## src/rtl/wasm_core.sv

```systemverilog
// wasm_core: minimal WebAssembly stack-machine core (nop/block/end/drop/i32.const/i32.add/i32.sub).
// Define WASM_CORE_I64_EN to add i64.const (0x42) and i64.add (0x7C).
module wasm_core #(
  parameter int MEM_DEPTH   = 3,
  parameter int STACK_DEPTH = 16,
  parameter int BLOCK_DEPTH = 8
) (
  input  logic                 clk,
  input  logic                 reset,
  output logic [63:0]          result,
  output logic                 result_empty,
  output logic [3:0]           trap,
  output logic [MEM_DEPTH:0]   mem_addr,
  output logic [3:0]           mem_extra,
  input  logic [127:0]         mem_data,
  input  logic                 mem_error
);
  localparam int PCW = MEM_DEPTH + 1;
  localparam int SPW = $clog2(STACK_DEPTH);
  localparam int DW  = $clog2(BLOCK_DEPTH + 1);
`ifdef WASM_CORE_I64_EN
  localparam int LEB_MAX  = 10;
  localparam int RAW_USED = 64;
`else
  localparam int LEB_MAX  = 5;
  localparam int RAW_USED = 32;
`endif
  localparam int RAW_W = 7 * LEB_MAX;

  localparam logic [3:0] TRAP_NONE    = 4'd0;
  localparam logic [3:0] TRAP_END     = 4'd1;
  localparam logic [3:0] TRAP_UNREACH = 4'd2;
  localparam logic [3:0] TRAP_ILLEGAL = 4'd3;
  localparam logic [3:0] TRAP_OVER    = 4'd4;
  localparam logic [3:0] TRAP_UNDER   = 4'd5;
  localparam logic [3:0] TRAP_MEM     = 4'd6;
  localparam logic [3:0] TRAP_BLOCK   = 4'd7;

  typedef enum logic [1:0] {S_FETCH, S_EXEC, S_HALT} state_t;

  state_t           state_q, state_d;
  logic [PCW-1:0]   pc_q, pc_d;
  logic [SPW:0]     sp_q, sp_d;
  logic [DW-1:0]    depth_q, depth_d;
  logic [3:0]       trap_q, trap_d;
  logic [63:0]      result_q, result_d;
  logic             empty_q, empty_d;
  logic [63:0]      stack_q [STACK_DEPTH];

  logic             wr_en;
  logic [SPW-1:0]   wr_idx;
  logic [63:0]      wr_data;
  logic [7:0]       opcode, blocktype;
  logic             blocktype_ok;
  logic [SPW-1:0]   top_idx, nxt_idx;
  logic [63:0]      top_val, nxt_val;
  logic [RAW_W-1:0] leb_raw;
  logic [3:0]       leb_len;
  logic             leb_done, leb_sign, leb_take;
  logic             is_const, is_bin;
  logic [63:0]      const_val, bin_val;
  logic             unused_bits;

  assign opcode       = mem_data[7:0];
  assign blocktype    = mem_data[15:8];
  assign blocktype_ok = (blocktype == 8'h40) || (blocktype == 8'h7F) || (blocktype == 8'h7E);
  assign top_idx      = sp_q[SPW-1:0] - SPW'(1);
  assign nxt_idx      = sp_q[SPW-1:0] - SPW'(2);
  assign top_val      = stack_q[top_idx];
  assign nxt_val      = stack_q[nxt_idx];

  // Signed LEB128 decode of the immediate starting at byte 1; raw value is sign-extended past the last group.
  always_comb begin
    leb_raw  = '0;
    leb_len  = 4'd0;
    leb_done = 1'b0;
    leb_sign = 1'b0;
    leb_take = 1'b0;
    for (int i = 0; i < LEB_MAX; i++) begin
      leb_take           = !leb_done;
      leb_raw[7*i +: 7]  = leb_take ? mem_data[8*(i+1) +: 7] : 7'd0;
      leb_sign           = leb_take ? mem_data[8*(i+1) + 6] : leb_sign;
      leb_len            = (leb_take && !mem_data[8*(i+1) + 7]) ? 4'(i + 1) : leb_len;
      leb_done           = leb_done | (leb_take & ~mem_data[8*(i+1) + 7]);
    end
    for (int j = 0; j < RAW_W; j++) begin
      leb_raw[j] = (leb_sign && (j >= 7 * int'(leb_len))) ? 1'b1 : leb_raw[j];
    end
  end

`ifdef WASM_CORE_I64_EN
  assign is_const  = (opcode == 8'h41) || (opcode == 8'h42);
  assign const_val = (opcode == 8'h42) ? leb_raw[63:0] : {32'd0, leb_raw[31:0]};
  assign is_bin    = (opcode == 8'h6A) || (opcode == 8'h6B) || (opcode == 8'h7C);
  assign bin_val   = (opcode == 8'h7C) ? (nxt_val + top_val) :
                     (opcode == 8'h6B) ? {32'd0, nxt_val[31:0] - top_val[31:0]} :
                                         {32'd0, nxt_val[31:0] + top_val[31:0]};
`else
  assign is_const  = (opcode == 8'h41);
  assign const_val = {32'd0, leb_raw[31:0]};
  assign is_bin    = (opcode == 8'h6A) || (opcode == 8'h6B);
  assign bin_val   = (opcode == 8'h6B) ? {32'd0, nxt_val[31:0] - top_val[31:0]} :
                                         {32'd0, nxt_val[31:0] + top_val[31:0]};
`endif
  assign unused_bits = ^{mem_data[127:8*(LEB_MAX+1)], leb_raw[RAW_W-1:RAW_USED]};

  // Next-state and architectural update; only EXEC without a trap touches pc, stack or depth.
  always_comb begin
    state_d  = state_q;
    pc_d     = pc_q;
    sp_d     = sp_q;
    depth_d  = depth_q;
    trap_d   = trap_q;
    result_d = result_q;
    empty_d  = empty_q;
    wr_en    = 1'b0;
    wr_idx   = sp_q[SPW-1:0];
    wr_data  = 64'd0;
    case (state_q)
      S_FETCH: state_d = S_EXEC;
      S_EXEC: begin
        state_d = S_FETCH;
        if (mem_error) begin
          trap_d = TRAP_MEM;
        end else begin
          case (opcode)
            8'h00: trap_d = TRAP_UNREACH;
            8'h01: pc_d = pc_q + PCW'(1);
            8'h02: begin
              if (!blocktype_ok) begin
                trap_d = TRAP_ILLEGAL;
              end else if (depth_q == DW'(BLOCK_DEPTH)) begin
                trap_d = TRAP_BLOCK;
              end else begin
                depth_d = depth_q + DW'(1);
                pc_d    = pc_q + PCW'(2);
              end
            end
            8'h0B: begin
              if (depth_q != DW'(0)) begin
                depth_d = depth_q - DW'(1);
                pc_d    = pc_q + PCW'(1);
              end else begin
                trap_d = TRAP_END;
              end
            end
            8'h1A: begin
              if (sp_q == (SPW+1)'(0)) begin
                trap_d = TRAP_UNDER;
              end else begin
                sp_d     = sp_q - (SPW+1)'(1);
                pc_d     = pc_q + PCW'(1);
                empty_d  = (sp_q == (SPW+1)'(1));
                result_d = (sp_q == (SPW+1)'(1)) ? 64'd0 : nxt_val;
              end
            end
            default: begin
              if (is_const) begin
                if (!leb_done) begin
                  trap_d = TRAP_ILLEGAL;
                end else if (sp_q == (SPW+1)'(STACK_DEPTH)) begin
                  trap_d = TRAP_OVER;
                end else begin
                  wr_en    = 1'b1;
                  wr_idx   = sp_q[SPW-1:0];
                  wr_data  = const_val;
                  sp_d     = sp_q + (SPW+1)'(1);
                  pc_d     = pc_q + PCW'(leb_len) + PCW'(1);
                  result_d = const_val;
                  empty_d  = 1'b0;
                end
              end else if (is_bin) begin
                if (sp_q < (SPW+1)'(2)) begin
                  trap_d = TRAP_UNDER;
                end else begin
                  wr_en    = 1'b1;
                  wr_idx   = nxt_idx;
                  wr_data  = bin_val;
                  sp_d     = sp_q - (SPW+1)'(1);
                  pc_d     = pc_q + PCW'(1);
                  result_d = bin_val;
                  empty_d  = 1'b0;
                end
              end else begin
                trap_d = TRAP_ILLEGAL;
              end
            end
          endcase
        end
      end
      S_HALT:  state_d = S_HALT;
      default: state_d = S_HALT;
    endcase
    if (trap_d != TRAP_NONE) begin
      state_d = S_HALT;
    end else begin
      state_d = state_d;
    end
  end

  // State, pc, stack and registered outputs.
  always_ff @(posedge clk or negedge reset) begin
    if (!reset) begin
      state_q  <= S_FETCH;
      pc_q     <= '0;
      sp_q     <= '0;
      depth_q  <= '0;
      trap_q   <= TRAP_NONE;
      result_q <= 64'd0;
      empty_q  <= 1'b1;
      for (int i = 0; i < STACK_DEPTH; i++) begin
        stack_q[i] <= 64'd0;
      end
    end else begin
      state_q  <= state_d;
      pc_q     <= pc_d;
      sp_q     <= sp_d;
      depth_q  <= depth_d;
      trap_q   <= trap_d;
      result_q <= result_d;
      empty_q  <= empty_d;
      if (wr_en) begin
        stack_q[wr_idx] <= wr_data;
      end
    end
  end

  assign result       = result_q;
  assign result_empty = empty_q;
  assign trap         = trap_q;
  assign mem_addr     = pc_q;
  assign mem_extra    = 4'd4;
endmodule

```

## config.mk

```make
export PLATFORM = sky130hd
export DESIGN_NAME = wasm_core
export DESIGN_NICKNAME = d
export VERILOG_FILES = /design/src/rtl/wasm_core.sv
export SDC_FILE = /design/constraint.sdc
export NUM_CORES = 2
export LEC_CHECK = 0
export CAP_MARGIN = 25
export CORE_UTILIZATION = 53
export DETAILED_ROUTE_END_ITERATION = 10
export PLACE_DENSITY = 0.74
export SLEW_MARGIN = 5
export SYNTH_ARGS = -nofsm -noshare
export SYNTH_HDL_FRONTEND = slang
export SYNTH_SLANG_ARGS = --single-unit
```

## constraint.sdc

```tcl
create_clock -name clk -period 8.2 [get_ports clk]
set_input_delay 2.05 -clock clk [delete_from_list [all_inputs] [get_ports clk]]
set_output_delay 2.05 -clock clk [all_outputs]
set_load 0.02 [all_outputs]
```

# Yosys cells after proc, flatten, opt, wreduce, memory -nomap -nowiden
# Cells that the tools add are included.
dict set report word_totals {
  output_inout_bits 77
  wordCells 303
  register_bits 1108
  input_bits 131
}
dict set report op_classes {
  bitwise_logic 19
  multipliers 1
  addsub 12
  n_eq_ne 24
  n_reduce_logical 60
  muxes 127
  n_lt_le_gt_ge 37
}
# operator n
set ops {}
lappend ops {{$bwmux 1024} 1}
lappend ops {{$mux 64} 14}
lappend ops {{$bmux 64 s4} 2}
lappend ops {{$ge 6x32->1 const A} 16}
lappend ops {{$demux 64 s4} 1}
lappend ops {{$ge 5x32->1 const A} 8}
lappend ops {{$mux 32} 7}
lappend ops {{$ge 4x32->1 const A} 4}
lappend ops {{$pmux 64 s2} 1}
lappend ops {{$mux 4} 30}
lappend ops {{$ge 3x32->1 const A} 2}
lappend ops {{$mux 1} 51}
lappend ops {{$eq 8x7->1 const B} 6}
lappend ops {{$pmux 4 s5} 2}
lappend ops {{$logic_and 1x1->1} 37}
lappend ops {{$add 32x32->32} 1}
lappend ops {{$ge 1x32->1 const A} 1}
lappend ops {{$ge 2x32->1 const A} 1}
lappend ops {{$sub 32x32->32} 1}
lappend ops {{$mux 5} 6}
lappend ops {{$mux 7} 3}
lappend ops {{$ne 6x2->1 const B} 3}
lappend ops {{$ge 5x5->1 const B} 3}
lappend ops {{$not 4->5} 3}
lappend ops {{43 further kinds} 76}

# Longest topological paths before layout
dict set report logic_depth {
  depth_word 23
  depth_mapped 34
  depth_no_buf 25
}

# Worst setup path after synthesis
# OpenSTA, ideal clock, no wires.
dict set report synth_timing {
  path_kind {flip-flop to flip-flop}
  start {register sp_q[1]}
  end {register stack_q[223] in the netlist's numbering}
  arrival_time_ns 7.433
  synth_period_minus_slack_ns 7.498
  setup_ns 0.065
  path_buffers 8
  t_required_ns 8.135
  stages_incl_launch_ff 31
  path_slack_ns 0.702
  path_cell_list {dfrtp_1 > clkbuf_1 > clkbuf_1 > clkbuf_1 > inv_1 > ha_1 > a21boi_0 > xnor2_1 > buf_2 > buf_2 > buf_1 > buf_1 > nand2_1 > o21ai_0 > ha_1 > nor2b_1 > nand2_1 > nor3_1 > nor2_1 > xnor2_1 > ha_1 > or3_1 > o221a_2 > a31oi_1 > a21bo_2 > a311o_1 > a31oi_1 > xor3_1 > o21ai_4 > buf_6 > mux2_1}
}
dict set report synth_between {
  elab_chain_cells 14
  word_cells_on_any_way 44
  cone_classes {4 x add/sub; 3 x order compare; 1 x eq/ne; 32 x mux; 3 x bitwise; 1 x reduce/logical}
}
# item line_no
set synth_lines {}
lappend synth_lines {{from (decl)} 43} ;# logic [SPW:0] sp_q, sp_d;
lappend synth_lines {{from (signal assigned)} 217} ;# sp_q <= sp_d;
lappend synth_lines {{$sub 4x2->4 / $sub 4x1->4 (equally long branches)} {68, 67}}
lappend synth_lines {{$not 4->5, on equally long branches} {70, 69}}
lappend synth_lines {{$bmux 64 s4, on equally long branches} {70, 69}}
lappend synth_lines {{$mux 64 (implied by the code) / $mux 32 (equally long branches) (2 in a row)} {70, 69}}
lappend synth_lines {{$add 32x32->32 / $sub 32x32->32 (equally long branches)} {103, 102}}
lappend synth_lines {{$mux 32} 102} ;# assign bin_val = (opcode == 8'h6B) ? {32'd0, nxt_val[31:0] - top_val[31:0]} :
lappend synth_lines {{$mux 32} 173} ;# if (sp_q < (SPW+1)'(2)) begin
lappend synth_lines {{$mux 32} 172} ;# end else if (is_bin) begin
lappend synth_lines {{$mux 64} 158} ;# if (is_const) begin
lappend synth_lines {{$mux 64} 126} ;# case (opcode)
lappend synth_lines {{$mux 64} 123} ;# if (mem_error) begin
lappend synth_lines {{$mux 64} 119} ;# case (state_q)
lappend synth_lines {{$bwmux 1024} 223} ;# stack_q[wr_idx] <= wr_data;
lappend synth_lines {{to (signal, indexed assignment)} 223}
lappend synth_lines {{to (decl)} 48} ;# logic [63:0] stack_q [STACK_DEPTH];
# Parallel ways exist; a longest one is shown, timed or not. The select of a mux whose other input is x is not followed.
# A chain may end at the register's enable or synchronous reset.

# Worst setup path after layout
dict set report layout_timing {
  start {register sp_q[0]}
  end {register stack_q[607] in the netlist's numbering}
}
# The elaborated chain is that of the path after synthesis.

==> parameters.txt <==
Parameter                              Value

Yosys
  Multiplexer share of the synthesized area ... 23.30%
  Simple-gate share of the synthesized area ... 11.54%
  Synthesis-stage register bit count ... 564
  Number of enable flip-flop cells after synthesis ... 0
  Share of synthesized flip-flops with an asynchronous set or reset ... 100.0%
  Xor and xnor area share after synthesis ... 2.085%
  Cell with the most instances after synthesis ... dfrtp_1
  Cell count after synthesis ... 3179
  Number of library cell types mapped by synthesis ... 77
  Adder and majority cell fraction of the synthesized area ... 2.284%
  Synth Area in Compound Gates ... 14.03%
  Main synth FF type ... dfrtp_1
  Most frequent cells after synthesis ... 563 x dfrtp_1, 514 x nand2_1, 444 x o21ai_0, 295 x mux4_2, 236 x nor2_1
  Area share of the leading cell type in the synthesized netlist ... 42.16%
  Cell accounting for the most synthesized area ... dfrtp_1
  Sequential-to-total area share from yosys stat ... 42.24%
  Cell types occupying the most area after synthesis ... dfrtp_1 42%, mux4_2 20%, o21ai_0 6.6%, nand2_1 5.8%, a21oi_1 3.0%
  Netlist area before placement ... 33420 um^2
  Synthesized area divided by synthesized cell count ... 10.51 um^2
  Synth warnings ... 0
  Combinational family with the most area after synthesis ... multiplexers

Place
  HPWL after detailed placement ... 66010 um
  DP Area ... 35090 um^2
  Global placement routability congestion ... 0.9550
  Number of buffer cells added on primary ports ... 89

Worst setup path
  Logic depth of the worst register-to-register path ... 22
  Data required time at the worst endpoint ... 8.77 ns
  Critical path data arrival time ... 8.11 ns
  Worst setup path class ... flip-flop to flip-flop
  Type of element launching the critical path ... flip-flop
  Crit path capture type ... flip-flop
  Crit path max fanout ... 54
  Register-to-register setup slack ... 0.66 ns
  Critical register-to-register path endpoint ... stack_q[607]$_DFFE_PN0P_
  Startpoint of the worst-slack reg-to-reg timing path ... sp_q[0]$_DFFE_PN0P_

Detailed routing
  Via density per instance ... 6.619
  Final wirelength ... 99290 um
  First-pass iteration count of the detailed router ... 6
  Overall via count from detail_route ... 26.73k
  Iter 0 DRT Violations ... 3506
  DRC violation count after routing ... 0
  Average wire per cell in the routed design ... 24.58 um
  Post-DRT Antenna Nets ... 0

Clock tree
  Max Root-Sink Buffers ... 3
  Clock-pin slew on the worst setup and hold paths ... 0.07 ns
  Cts repair resizes ... 0
  Post-CTS setup repair buffer count ... 0
  CTS tree ... built
  Cts hold-fix bufs ... 0
  Source-to-sink clock delay at the later pin of the worst-skew pair ... 0.64 ns
  Number of buffers created by CTS ... 59
  Clock sink count ... 564
  Root buffer selected by CTS ... clkbuf_16
  H-tree levels ... 2

Power
  IR drop worst, VDD ... 186.7 uV
  Leakage power summed over all cells ... 15.92 nW
  Cell area power density ... 155.7 nW/um^2

Timing
  Final Critical Period ... 7.541 ns
  Final hold viol count ... 0
  Maximum frequency from static timing analysis ... 132.6 MHz
  Count of pins over their slew limit ... 0
  Total negative setup slack ... 0 ns
  Share of the cycle needed by the critical path after routing ... 91.96%
  Unrepaired setup endpoints after global routing ... no
  Slew of the pin with the lowest slew margin ... 1.265 ns
  Total setup violations reported at the end of the flow ... 0
  Relative slew margins ... 15.65%
  Setup Skew ... 0.03789 ns

Floorplan
  Core outline area ... 62050 um^2
  Starting density of the core ... 53.86%
  Die outline area ... 64060 um^2
  Count of pins on the block boundary ... 208
  Horizontal extent of the die ... 253.1 um
  Vertical extent of the die ... 253.1 um
  Num rows ... 91

Flow run
  Number of max-cap violations ... 0

Hold path
  Start point of the worst hold path ... state_q[0]$_DFF_PN0_
  Hold Path Cell Cnt ... 1
  Worst hold path endpoint ... state_q[0]$_DFF_PN0_
  Worst hold-check path type ... flip-flop to flip-flop

Global route
  GRT Residual Overflow ... 0
  First-pass GRT wire length ... 153400 um
  Global Route met3 Usage ... 7.730%
  Maximum number of pins on one net before global-route repair ... 141
  GR Util met1 ... 42.29%
  Number of global-route vias before repair ... 26.42k
  Number of antenna violations at the first check in global routing ... 1
  Global route hottest layer ... met2
  Total global-route track usage ... 31.36%
  GR met2 Demand/Resource ... 49.25%

Cells and area
  Synth-to-layout area growth ... 10.73%
  End-of-flow core utilization ... 59.63%
  Total Nets Final ... 3345
  Layout cell share with drive strength beyond 1 ... 17.68%
  Post-route design area ... 37000 um^2

Run status
  Outcome ... finished, final reports clean
[worst max path at each step]
stage                              from                  endpoint  slack, ns  cells past startpoint
finish              sp_q[0]$_DFFE_PN0P_  stack_q[607]$_DFFE_PN0P_       0.66                     22
CTS                 sp_q[0]$_DFFE_PN0P_  stack_q[607]$_DFFE_PN0P_       0.81                     22
floorplan           sp_q[1]$_DFFE_PN0P_  stack_q[223]$_DFFE_PN0P_       0.70                     30
global route        sp_q[1]$_DFFE_PN0P_  stack_q[607]$_DFFE_PN0P_       0.41                     22
detailed placement          mem_data[4]  stack_q[607]$_DFFE_PN0P_       0.60                     17
global placement            mem_data[4]  stack_q[863]$_DFFE_PN0P_       0.67                     17
[metrics by stage]
| step | setup slack [ns] | hold slack (ns) | std cells | power [mW] |
|---|---|---|---|---|
| 5_1_grt | 0.4076 | 0.4925 | 4038 | 5.928 |
| 4_1_cts | 0.8093 | 0.4732 | 4035 | 5.790 |
| 2_1_floorplan | 0.7018 | 0.4169 | 3213 | 3.052 |
| 3_5_place_dp | 0.5963 | 0.4512 | 3929 | 3.189 |
| 3_3_place_gp | 0.6690 | 0.4372 | 3920 | 3.183 |
| 6_report | 0.6591 | 0.4668 | 4039 | 5.761 |
[registers in the layout, indices dropped and copies added, names as in the netlist]
name / flops
result: 32
stack_q: 512
mem_addr: 4
trap: 4
sp_q: 5
state_q: 2
result_empty: 1
depth_q: 4
[cell type report]
class,instances,area [um^2]
antenna,1,2.502
timing repair buffer,179,1794
inverter,33,123.9
tap,837,1047
multi-input combinational,2319,18050
fill,4861,25050
clock buffer,88,1697
clock inverter,18,168.9
sequential,564,14120
[metal layers]
metal,vias up,share of wire [%]
met5,-,0.023
met4,4,3.8
met3,257,11
met2,1605,47
met1,13410,38
li1,11460,-
[placed cells by master (no fill, tap or decap), types with 8 or more instances in the layout]
cell type	n
inv_1	33
nand2b_1	17
o31ai_1	21
o21ai_0	444
a211oi_1	16
a21o_1	19
nand3_1	22
xnor2_1	47
nor3_1	29
a22oi_1	14
and2_1	24
mux2_1	10
o22ai_1	8
clkbuf_16	60
and3_1	15
dfrtp_1	561
conb_1	36
clkdlybuf4s50_1	88
a21oi_1	200
clkinv_2	9
clkbuf_8	9
nand2_1	498
nand2_2	16
o22a_1	10
nor2_1	234
mux2i_1	46
ha_1	51
mux2_2	46
mux4_2	295
nor3b_1	9
buf_4	74
buf_12	13
xor2_1	25
nor2b_1	10
a31oi_1	37
clkbuf_1	19
a221oi_1	13
[critical path, stage by stage (launching register included)]
cell     delay (ns)
dfrtp_4        0.50
inv_1          0.11
ha_4           0.85
buf_4          0.42
mux4_2         0.38
mux2_2         0.30
nor3_1         0.14
a31oi_1        0.08
or3b_4         0.44
nor3_1         0.53
nand2_1        0.17
nor2_1         0.28
a21oi_1        0.13
xnor2_1        0.29
ha_1           0.35
a21o_1         0.22
a21oi_1        0.21
nand2_1        0.07
a311o_1        0.31
a31oi_1        0.38
xor3_1         0.57
o21ai_4        0.40
mux2_2         0.25
[report_power, final]
group	internal, mW	switching (mW)	total, mW	leakage, nW
Clock	1.49	1.13	2.62	0.906
Combinational	0.122	0.234	0.356	7.16
Sequential	2.79	0.00203	2.79	7.85
Total	4.39	1.37	5.76	15.9
[kinds of logic (layout without fill, tap and decap cells)]
logic type / after synthesis / count (layout)
buffers and inverters: 330 / 318
muxes: 399 / 399
DFF: 564 / 564
and+or+nand+nor: 914 / 914
xor gates and xnor gates: 77 / 77
other: 2 / 37
adders and majority gates: 58 / 58
AOI/OAI and AO/OA: 835 / 835
(Power assumes the default switching activity.)
